$ cat config.mk
export PLATFORM = sky130hd
export DESIGN_NAME = alu_share_arbiter
export DESIGN_NICKNAME = d
export VERILOG_FILES = /design/src/rtl/alu_share_arbiter_pkg.sv /design/src/rtl/alu_share_arbiter_pick.sv /design/src/rtl/alu_share_arbiter.sv
export SDC_FILE = /design/constraint.sdc
export NUM_CORES = 1
export LEC_CHECK = 0
export BUFFER_PORTS_ARGS = -buffer_cell sky130_fd_sc_hd__buf_4
export CAP_MARGIN = 15
export CELL_PAD_IN_SITES_DETAIL_PLACEMENT = 0
export CELL_PAD_IN_SITES_GLOBAL_PLACEMENT = 1
export CORE_MARGIN = 4
export CORE_UTILIZATION = 34
export CTS_CLUSTER_SIZE = 30
export DETAILED_ROUTE_END_ITERATION = 8
export PLACE_DENSITY = 0.85
export SLEW_MARGIN = 30
export SYNTH_ARGS = -nofsm -noshare
export SYNTH_HDL_FRONTEND = slang
export SYNTH_SLANG_ARGS = --single-unit
$ cat constraint.sdc
create_clock -name clk -period 2.15 [get_ports clk]
set_input_delay 0.1075 -clock clk [delete_from_list [all_inputs] [get_ports clk]]
set_output_delay 0.1075 -clock clk [all_outputs]
set_load 0.03 [all_outputs]
$ cat src/rtl/alu_share_arbiter_pkg.sv
// ---------------------------------------------------------------------------
// alu_share_arbiter_pkg
// Shared definitions for the ALU share arbiter: FSM state encodings and
// requester port index constants.
// ---------------------------------------------------------------------------
package alu_share_arbiter_pkg;

    // FSM states; 2'b11 is never entered and is decoded as IDLE.
    typedef enum logic [1:0] {
        kSAIL_ALUARB_STATE_IDLE  = 2'b00,
        kSAIL_ALUARB_STATE_ISSUE = 2'b01,
        kSAIL_ALUARB_STATE_RESP  = 2'b10
    } alu_arb_state_e;

    // Requester indices
    localparam logic PORT_CORE = 1'b0;  // core pipeline side-path
    localparam logic PORT_AUX  = 1'b1;  // CSR / aux engine

    // Index -> one-hot conversion for the two-port grant
    function automatic logic [1:0] port_onehot(input logic idx);
        return idx ? 2'b10 : 2'b01;
    endfunction

endpackage

$ cat src/rtl/alu_share_arbiter_pick.sv
// ---------------------------------------------------------------------------
// alu_arb_pick
// Stateless two-way picker. When exactly one port is valid it wins; when both
// are valid the port named by ptr wins.
// Ports:
//   req_valid [1:0] : per-port request valid
//   ptr             : preferred port on a tie
//   grant_oh  [1:0] : one-hot grant, zero when no port valid
//   grant_idx       : index of the granted port (meaningful when grant_oh!=0)
// ---------------------------------------------------------------------------
module alu_arb_pick
    import alu_share_arbiter_pkg::*;
(
    input  logic [1:0] req_valid,
    input  logic       ptr,
    output logic [1:0] grant_oh,
    output logic       grant_idx
);

    // Select winner and build one-hot grant
    always_comb begin
        grant_idx = PORT_CORE;
        grant_oh  = 2'b00;
        if (req_valid == 2'b11) begin
            grant_idx = ptr;
        end else begin
            grant_idx = req_valid[1];
        end
        if (|req_valid) begin
            grant_oh = port_onehot(grant_idx);
        end else begin
            grant_oh = 2'b00;
        end
    end

endmodule

$ cat src/rtl/alu_share_arbiter.sv
// ---------------------------------------------------------------------------
// alu_share_arbiter
// Time-shares one combinational ALU between two requesters. A request
// {ctl,a,b} is accepted in IDLE, presented to the ALU for one ISSUE cycle,
// and the captured {result,branch} is offered back in RESP until accepted.
//
// Build option: define ALU_ARB_ROUND_ROBIN_EN to break ties with a
// round-robin pointer (flipped to the other port on every accept). Without
// it, PRIO_HI always wins ties.
//
// Ports:
//   clk, rst              : clock, synchronous active-high reset
//   req_valid/req_ready   : per-port request handshake (2 bits)
//   req_ctl/req_a/req_b   : per-port packed ALUctl and operands
//   rsp_valid/rsp_ready   : per-port response handshake (2 bits)
//   rsp_result/rsp_branch : shared response data for the port in rsp_valid
//   alu_ctl/alu_a/alu_b/alu_enable : drive the shared ALU (zero unless ISSUE)
//   alu_out/alu_branch    : ALU results, captured at end of ISSUE
// ---------------------------------------------------------------------------
module alu_share_arbiter
    import alu_share_arbiter_pkg::*;
#(
    parameter int XLEN    = 32,
    parameter int CTL_W   = 7,
    parameter int PRIO_HI = 0
) (
    input  logic                 clk,
    input  logic                 rst,
    input  logic [1:0]           req_valid,
    output logic [1:0]           req_ready,
    input  logic [2*CTL_W-1:0]   req_ctl,
    input  logic [2*XLEN-1:0]    req_a,
    input  logic [2*XLEN-1:0]    req_b,
    output logic [1:0]           rsp_valid,
    input  logic [1:0]           rsp_ready,
    output logic [XLEN-1:0]      rsp_result,
    output logic                 rsp_branch,
    output logic [CTL_W-1:0]     alu_ctl,
    output logic [XLEN-1:0]      alu_a,
    output logic [XLEN-1:0]      alu_b,
    output logic                 alu_enable,
    input  logic [XLEN-1:0]      alu_out,
    input  logic                 alu_branch
);

    localparam logic PRIO_BIT = (PRIO_HI != 0) ? 1'b1 : 1'b0;

    alu_arb_state_e   state_q,  state_d;
    logic [CTL_W-1:0] ctl_q,    ctl_d;
    logic [XLEN-1:0]  a_q,      a_d;
    logic [XLEN-1:0]  b_q,      b_d;
    logic             grant_q,  grant_d;
    logic [XLEN-1:0]  result_q, result_d;
    logic             branch_q, branch_d;

    logic [1:0]       pick_oh_s;
    logic             pick_idx_s;
    logic             pick_ptr_s;

`ifdef ALU_ARB_ROUND_ROBIN_EN
    logic             rr_q, rr_d;

    // Tie-break pointer comes from the round-robin register
    always_comb begin
        pick_ptr_s = rr_q;
    end
`else
    // Tie-break pointer is fixed to the high-priority port
    always_comb begin
        pick_ptr_s = PRIO_BIT;
    end
`endif

    alu_arb_pick u_pick (
        .req_valid (req_valid),
        .ptr       (pick_ptr_s),
        .grant_oh  (pick_oh_s),
        .grant_idx (pick_idx_s)
    );

    // Next-state, latch updates and all block outputs
    always_comb begin
        state_d    = state_q;
        ctl_d      = ctl_q;
        a_d        = a_q;
        b_d        = b_q;
        grant_d    = grant_q;
        result_d   = result_q;
        branch_d   = branch_q;
`ifdef ALU_ARB_ROUND_ROBIN_EN
        rr_d       = rr_q;
`endif
        req_ready  = 2'b00;
        rsp_valid  = 2'b00;
        alu_ctl    = {CTL_W{1'b0}};
        alu_a      = {XLEN{1'b0}};
        alu_b      = {XLEN{1'b0}};
        alu_enable = 1'b0;

        case (state_q)
            kSAIL_ALUARB_STATE_ISSUE: begin
                alu_ctl    = ctl_q;
                alu_a      = a_q;
                alu_b      = b_q;
                alu_enable = 1'b1;
                result_d   = alu_out;
                branch_d   = alu_branch;
                state_d    = kSAIL_ALUARB_STATE_RESP;
            end
            kSAIL_ALUARB_STATE_RESP: begin
                // Only the granted port's rsp_ready can release the response
                rsp_valid[grant_q] = 1'b1;
                if (rsp_ready[grant_q]) begin
                    state_d = kSAIL_ALUARB_STATE_IDLE;
                end else begin
                    state_d = kSAIL_ALUARB_STATE_RESP;
                end
            end
            default: begin
                // IDLE (and the unreachable 2'b11 encoding)
                // Reset suppresses acceptance so no handshake is reported
                // for a cycle whose state is about to be discarded.
                if (!rst && (|req_valid)) begin
                    req_ready = pick_oh_s;
                    grant_d   = pick_idx_s;
                    if (pick_idx_s) begin
                        ctl_d = req_ctl[CTL_W +: CTL_W];
                        a_d   = req_a[XLEN +: XLEN];
                        b_d   = req_b[XLEN +: XLEN];
                    end else begin
                        ctl_d = req_ctl[0 +: CTL_W];
                        a_d   = req_a[0 +: XLEN];
                        b_d   = req_b[0 +: XLEN];
                    end
`ifdef ALU_ARB_ROUND_ROBIN_EN
                    rr_d    = ~pick_idx_s;
`endif
                    state_d = kSAIL_ALUARB_STATE_ISSUE;
                end else begin
                    state_d = kSAIL_ALUARB_STATE_IDLE;
                end
            end
        endcase
    end

    // Response data is driven straight from the capture registers
    always_comb begin
        rsp_result = result_q;
        rsp_branch = branch_q;
    end

    // State, operand latch, result latch and tie-break pointer registers
    always_ff @(posedge clk) begin
        if (rst) begin
            state_q  <= kSAIL_ALUARB_STATE_IDLE;
            ctl_q    <= {CTL_W{1'b0}};
            a_q      <= {XLEN{1'b0}};
            b_q      <= {XLEN{1'b0}};
            grant_q  <= PRIO_BIT;
            result_q <= {XLEN{1'b0}};
            branch_q <= 1'b0;
`ifdef ALU_ARB_ROUND_ROBIN_EN
            rr_q     <= PRIO_BIT;
`endif
        end else begin
            state_q  <= state_d;
            ctl_q    <= ctl_d;
            a_q      <= a_d;
            b_q      <= b_d;
            grant_q  <= grant_d;
            result_q <= result_d;
            branch_q <= branch_d;
`ifdef ALU_ARB_ROUND_ROBIN_EN
            rr_q     <= rr_d;
`endif
        end
    end

endmodule

==> Word level (Yosys, flattened, before mapping) <==
Index checks and enable logic that the tools add are counted.
{ "classes": {"eq_ne": 3, "magnitude_cmp": 2, "n_mux": 20, "reduce_logical": 6, "bitwise": 1} }
{ "ops": {"columns": ["operator", "count"], "rows": [
  ["$mux W32", 4],
  ["$mux W7", 2],
  ["$mux W2", 6],
  ["$mux W1", 6],
  ["$eq A2 B2 Y1 const B", 2],
  ["$pmux W2 S2", 1],
  ["$reduce_or A2 Y1", 2],
  ["$eq A2 B1 Y1 const B", 1],
  ["$logic_and A1 B1 Y1", 2],
  ["$lt A1 B2 Y1 const B", 1],
  ["$reduce_and A2 Y1", 1],
  ["$demux W1 S1", 1],
  ["$ge A1 B1 Y1 const B", 1],
  ["$logic_not A1 Y1", 1],
  ["$not A1 Y1", 1]
]} }
{ "word_totals": {"output_inout_bits": 109, "regBits": 107, "in_bits": 181, "word_cells": 39} }

==> Depth between registers and ports, before layout <==
{ "depth": {"depth_word": 6, "ltp_mapped": 8, "mapped_depth_nobuf": 6} }

==> Cells and area by module <==
A second synthesis with hierarchy kept.
{ "unflattened": {"cells_unflattened": 534, "hier_area_um2": 5457.7} }
{ "modules_own_cells": {"columns": ["module", "cells_per_inst", "area_each_um2", "seq_area_each_um2", "instances"], "rows": [
  ["alu_share_arbiter", 530, 5431.5, 2142.1, 1],
  ["alu_arb_pick", 4, 26.3, 0.0, 1]
]} }

==> Worst setup path before layout <==
Ideal clock, no wire load.
{ "synth_timing": {"path_type": "flip-flop to output port", "from": "reg state_q[0]", "to": "out req_ready[1]", "t_arrival_ps": 1672, "n_path_buf": 3, "t_required_ps": 2043, "path_slack_ps": 371, "path_stages_with_launch": 9, "path_cell_list": "dfxtp_1 > inv_1 > ha_1 > o21a_1 > buf_4 > nand2b_2 > buf_6 > buf_6 > nor2_1"} }
{ "synth_between": {"elab_chain_len": 3, "elab_cells_between_ends": 4, "classes_between": "eq/ne: 2; mux: 1; reduce/logical: 1"} }
{ "synth_lines": {"columns": ["item", "line", "source"], "rows": [
  ["from (decl)", "alu_share_arbiter.sv:48", "alu_arb_state_e state_q, state_d;"],
  ["from (signal assigned)", "alu_share_arbiter.sv:155", "state_q <= kSAIL_ALUARB_STATE_IDLE;"],
  ["from (signal assigned)", "alu_share_arbiter.sv:166", "state_q <= state_d;"],
  ["$eq A2 B2 Y1 or $eq A2 B1 Y1 (tied branches)", "alu_share_arbiter.sv:100", "case (state_q)"],
  ["$reduce_or A2 Y1 (no source line) (*)", null, null],
  ["$mux W2 (*)", "alu_share_arbiter.sv:100", null],
  ["to (decl)", "alu_share_arbiter.sv:30", "output logic [1:0] req_ready,"]
]} }
Every way passes the cells marked *; elsewhere a longest branch is shown, timed or not.

==> Final worst setup path <==
Same ends and word-level chain as after synthesis.

==> out/metrics.csv <==
stage,metric,value,unit
synth,syn-num-nets,662,
sta,max-slew-margin-rel,0.544,
clock_tree,clk_latency,340,ps
floorplan,pin_count,290,
critical_path,reg2reg_to,b_q[11]$_SDFFE_PP0P_,
sta,finalMaxSlewViolations,0,
route,first_pass_iters,4,
place,numPortBuffers,289,
clock_tree,cts_buffer_depth,2,
route,avgRoutedWirePerCell,16.6,um
min_path,min_path_type,in -> reg,
floorplan,dieArea,16400,um2
flow_run,maxCapViolCount,0,
sta,fmax,0.528,GHz
route,vias_per_cell,4.79,
synth,seq_area_frac_synth,0.438,
final_layout,layout-drive-gt1-share,0.410,
min_path,min_path_cells,3,
global_routing,grt_overflow,0,
sta,final.min_clock_period,1890,ps
critical_path,startpoint_type,register,
floorplan,die_y,128,um
floorplan,coreArea,14000,um2
critical_path,reg2reg_from,state_q[0]$_SDFF_PP0_,
global_routing,first_global_vias,4906,
critical_path,crit_type,reg -> out,
critical_path,r2r_cells,7,
global_routing,grt_pass1_wl,24700,um
place,place_ws,404,ps
synth,syn_area_per_cell,10.2,um2
power_and_ir_drop,power,5.10,mW
clock_tree,clk_pin_slew,70,ps
critical_path,reg2reg_slack,400,ps
min_path,holdPathEnd,rsp_result[19]$_SDFFE_PP0P_,
synth,ys_warn_count,0,
final_layout,nNetsFinal,959,
status,outcome,completed,
power_and_ir_drop,p_per_area,664,nW/um2
min_path,hold_start,alu_out[19],
synth,synth_cells,479,
route,drt_iter0_markers,121,
global_routing,grt_use_total,0.191,
route,vias,4596,
synth,ys_types,26,
place,place_hpwl,11900,um
route,remaining_drc_errors,0,
clock_tree,cts_sinks,107,
floorplan,initial_core_util,0.350,
sta,setup_viol,0,
sta,clock_skew,5.27,ps
critical_path,critical_path_arrival,1790,ps
sta,tightest_slew,681,ps
sta,finalSetupTns,0,ps
final_layout,area_delta_synth_final,56.9,%
clock_tree,numCtsBuffers,9,
place,place.gp.congestion,0.817,
critical_path,endpoint_kind,primary output,
power_and_ir_drop,vdd_drop_max,0.322,mV
floorplan,fp.dieW,128,um
global_routing,grt_max_degree,65,
clock_tree,root_buffer,clkbuf_16,
route,finalWirelength,15900,um
clock_tree,cts_tree,done,
sta,final_hold_viol_count,0,
final_layout,num_antenna_cells,0,
critical_path,path_max_fanout,4,
floorplan,num_rows,43,
synth,netlist_area,4900,um2
global_routing,antenna_found_initial,0,
power_and_ir_drop,leakagePower,3.49,nW
sta,fin_crit_sh,0.880,
clock_tree,htreeDepth,3,
route,ant_nets,0,
synth,ys_ff_latch,107,
sta,rsz0062_at_grt,false,
sta,worst_slack,257,ps
critical_path,cp.required,2040,ps
[area by class of cell]
class | count | area, um2
Fill cell | 1247 | 6310
Timing Repair Buffer | 328 | 2570
Multi-Input combinational cell | 327 | 2450
Sequential cell | 107 | 2140
Clock buffer | 11 | 253
Tap cell | 180 | 225
Clock inverter | 4 | 26.3
Inverter | 3 | 11.3
[layer usage]
layer / vias up / global-route usage / wire length (um)
li1: 2276 / - / -
met1: 2097 / 0.206 / 6040
met2: 199 / 0.345 / 8120
met3: 24 / 0.0633 / 1470
met4: 0 / 0.0687 / 309
met5: - / 0 / 0
[registers in the layout, summed over array words and instances, names as in the netlist]
register	flops
state_q	2
grant_q	1
ctl_q	7
rsp_branch	1
rsp_result	32
b_q	32
a_q	32
[layout by cell type (no fill, tap or decap)]
master         count
nor2_4             1
o21ai_4            1
a211oi_1           7
nor2b_1            1
clkinv_4           1
o21ai_0           16
nand2_1            9
and2_1            73
ha_4               1
buf_4            296
dlygate4sd3_1     29
nand2b_1           1
o2bb2ai_1         48
inv_1              2
and2b_4            1
nor2_1            41
clkbuf_8           2
nand2b_2           1
dfxtp_1          107
o21a_1             1
clkinv_2           2
ha_1               1
clkinvlp_4         1
mux2i_1           98
nand3b_1          16
buf_12             3
clkbuf_16          9
a21oi_1            9
nor3_1             1
inv_2              1
[Yosys cell counts, drive strengths merged]
| cell type | n | area (um2) |
|---|---|---|
| nor2 | 42 | 165 |
| a211oi | 7 | 52.6 |
| inv | 3 | 11.3 |
| mux2i | 98 | 981 |
| buf | 28 | 264 |
| dfxtp | 107 | 2140 |
| a21oi | 9 | 45.0 |
| and2b | 1 | 7.51 |
| ha | 2 | 25.0 |
| nand2b | 2 | 15.0 |
| o2bb2ai | 48 | 420 |
| nand2 | 9 | 33.8 |
| o21a | 1 | 7.51 |
| and2 | 73 | 457 |
| nand3b | 16 | 120 |
| nor3 | 1 | 5.00 |
| o21ai | 17 | 85.1 |
| clkbuf | 14 | 52.6 |
| nor2b | 1 | 6.26 |
[worst max-delay path by stage]
stage | start | to | slack [ps] | cells after the start
after floorplan | state_q[0]$_SDFF_PP0_ | req_ready[1] | 370 | 8
after detailed placement | state_q[0]$_SDFF_PP0_ | b_q[11]$_SDFFE_PP0P_ | 400 | 7
after global routing | state_q[0]$_SDFF_PP0_ | req_ready[1] | 160 | 6
after CTS | state_q[0]$_SDFF_PP0_ | req_ready[1] | 230 | 6
final | state_q[0]$_SDFF_PP0_ | req_ready[1] | 260 | 6
after global placement | state_q[0]$_SDFF_PP0_ | b_q[1]$_SDFFE_PP0P_ | 500 | 7
[power breakdown]
group	leakage, nW	switching (mW)	total, mW	internal (mW)
combinational	2.47	0.664	1.28	0.620
sequential	0.882	0.0935	2.26	2.17
clock	0.137	0.712	1.55	0.841
[metrics by stage]
step,cell area (um2),util,instances,hold WS [ps]
detailed placement,7110,0.508,916,355
global placement,7110,0.508,916,342
global route,7680,0.549,960,12.5
finish,7680,0.549,960,13.8
CTS,7680,0.549,960,1.28
floorplan,4900,-,479,249
[critical path, cell delays in order (launching register included)]
cell and delay, ps:
dfxtp_1 380, inv_1 60, ha_1 360, o21a_1 180, nand2b_2 100, nor2_1 170
buf_4 190
[timing repair]
item | in CTS | in global routing
resized for setup | 0 | 0
endpoints found under the setup margin | 0 | 0
hold buffers | 29 | 0
setup buffers | 0 | 0
hold endpoints to repair | 29 | 0
[cell families (layout without fill, tap and decap cells)]
group	count (synthesis)	after routing	share of synthesized area
multiplexers	98	98	0.200
AO/OA/AOI/OAI	82	82	0.125
adder cells (fa/ha/maj)	2	2	0.00511
AND/OR/NAND/NOR	145	145	0.165
buffers and inverters	45	346	0.0670
flip-flops	107	107	0.438
Note: power is estimated with default switching activity, not from simulation.
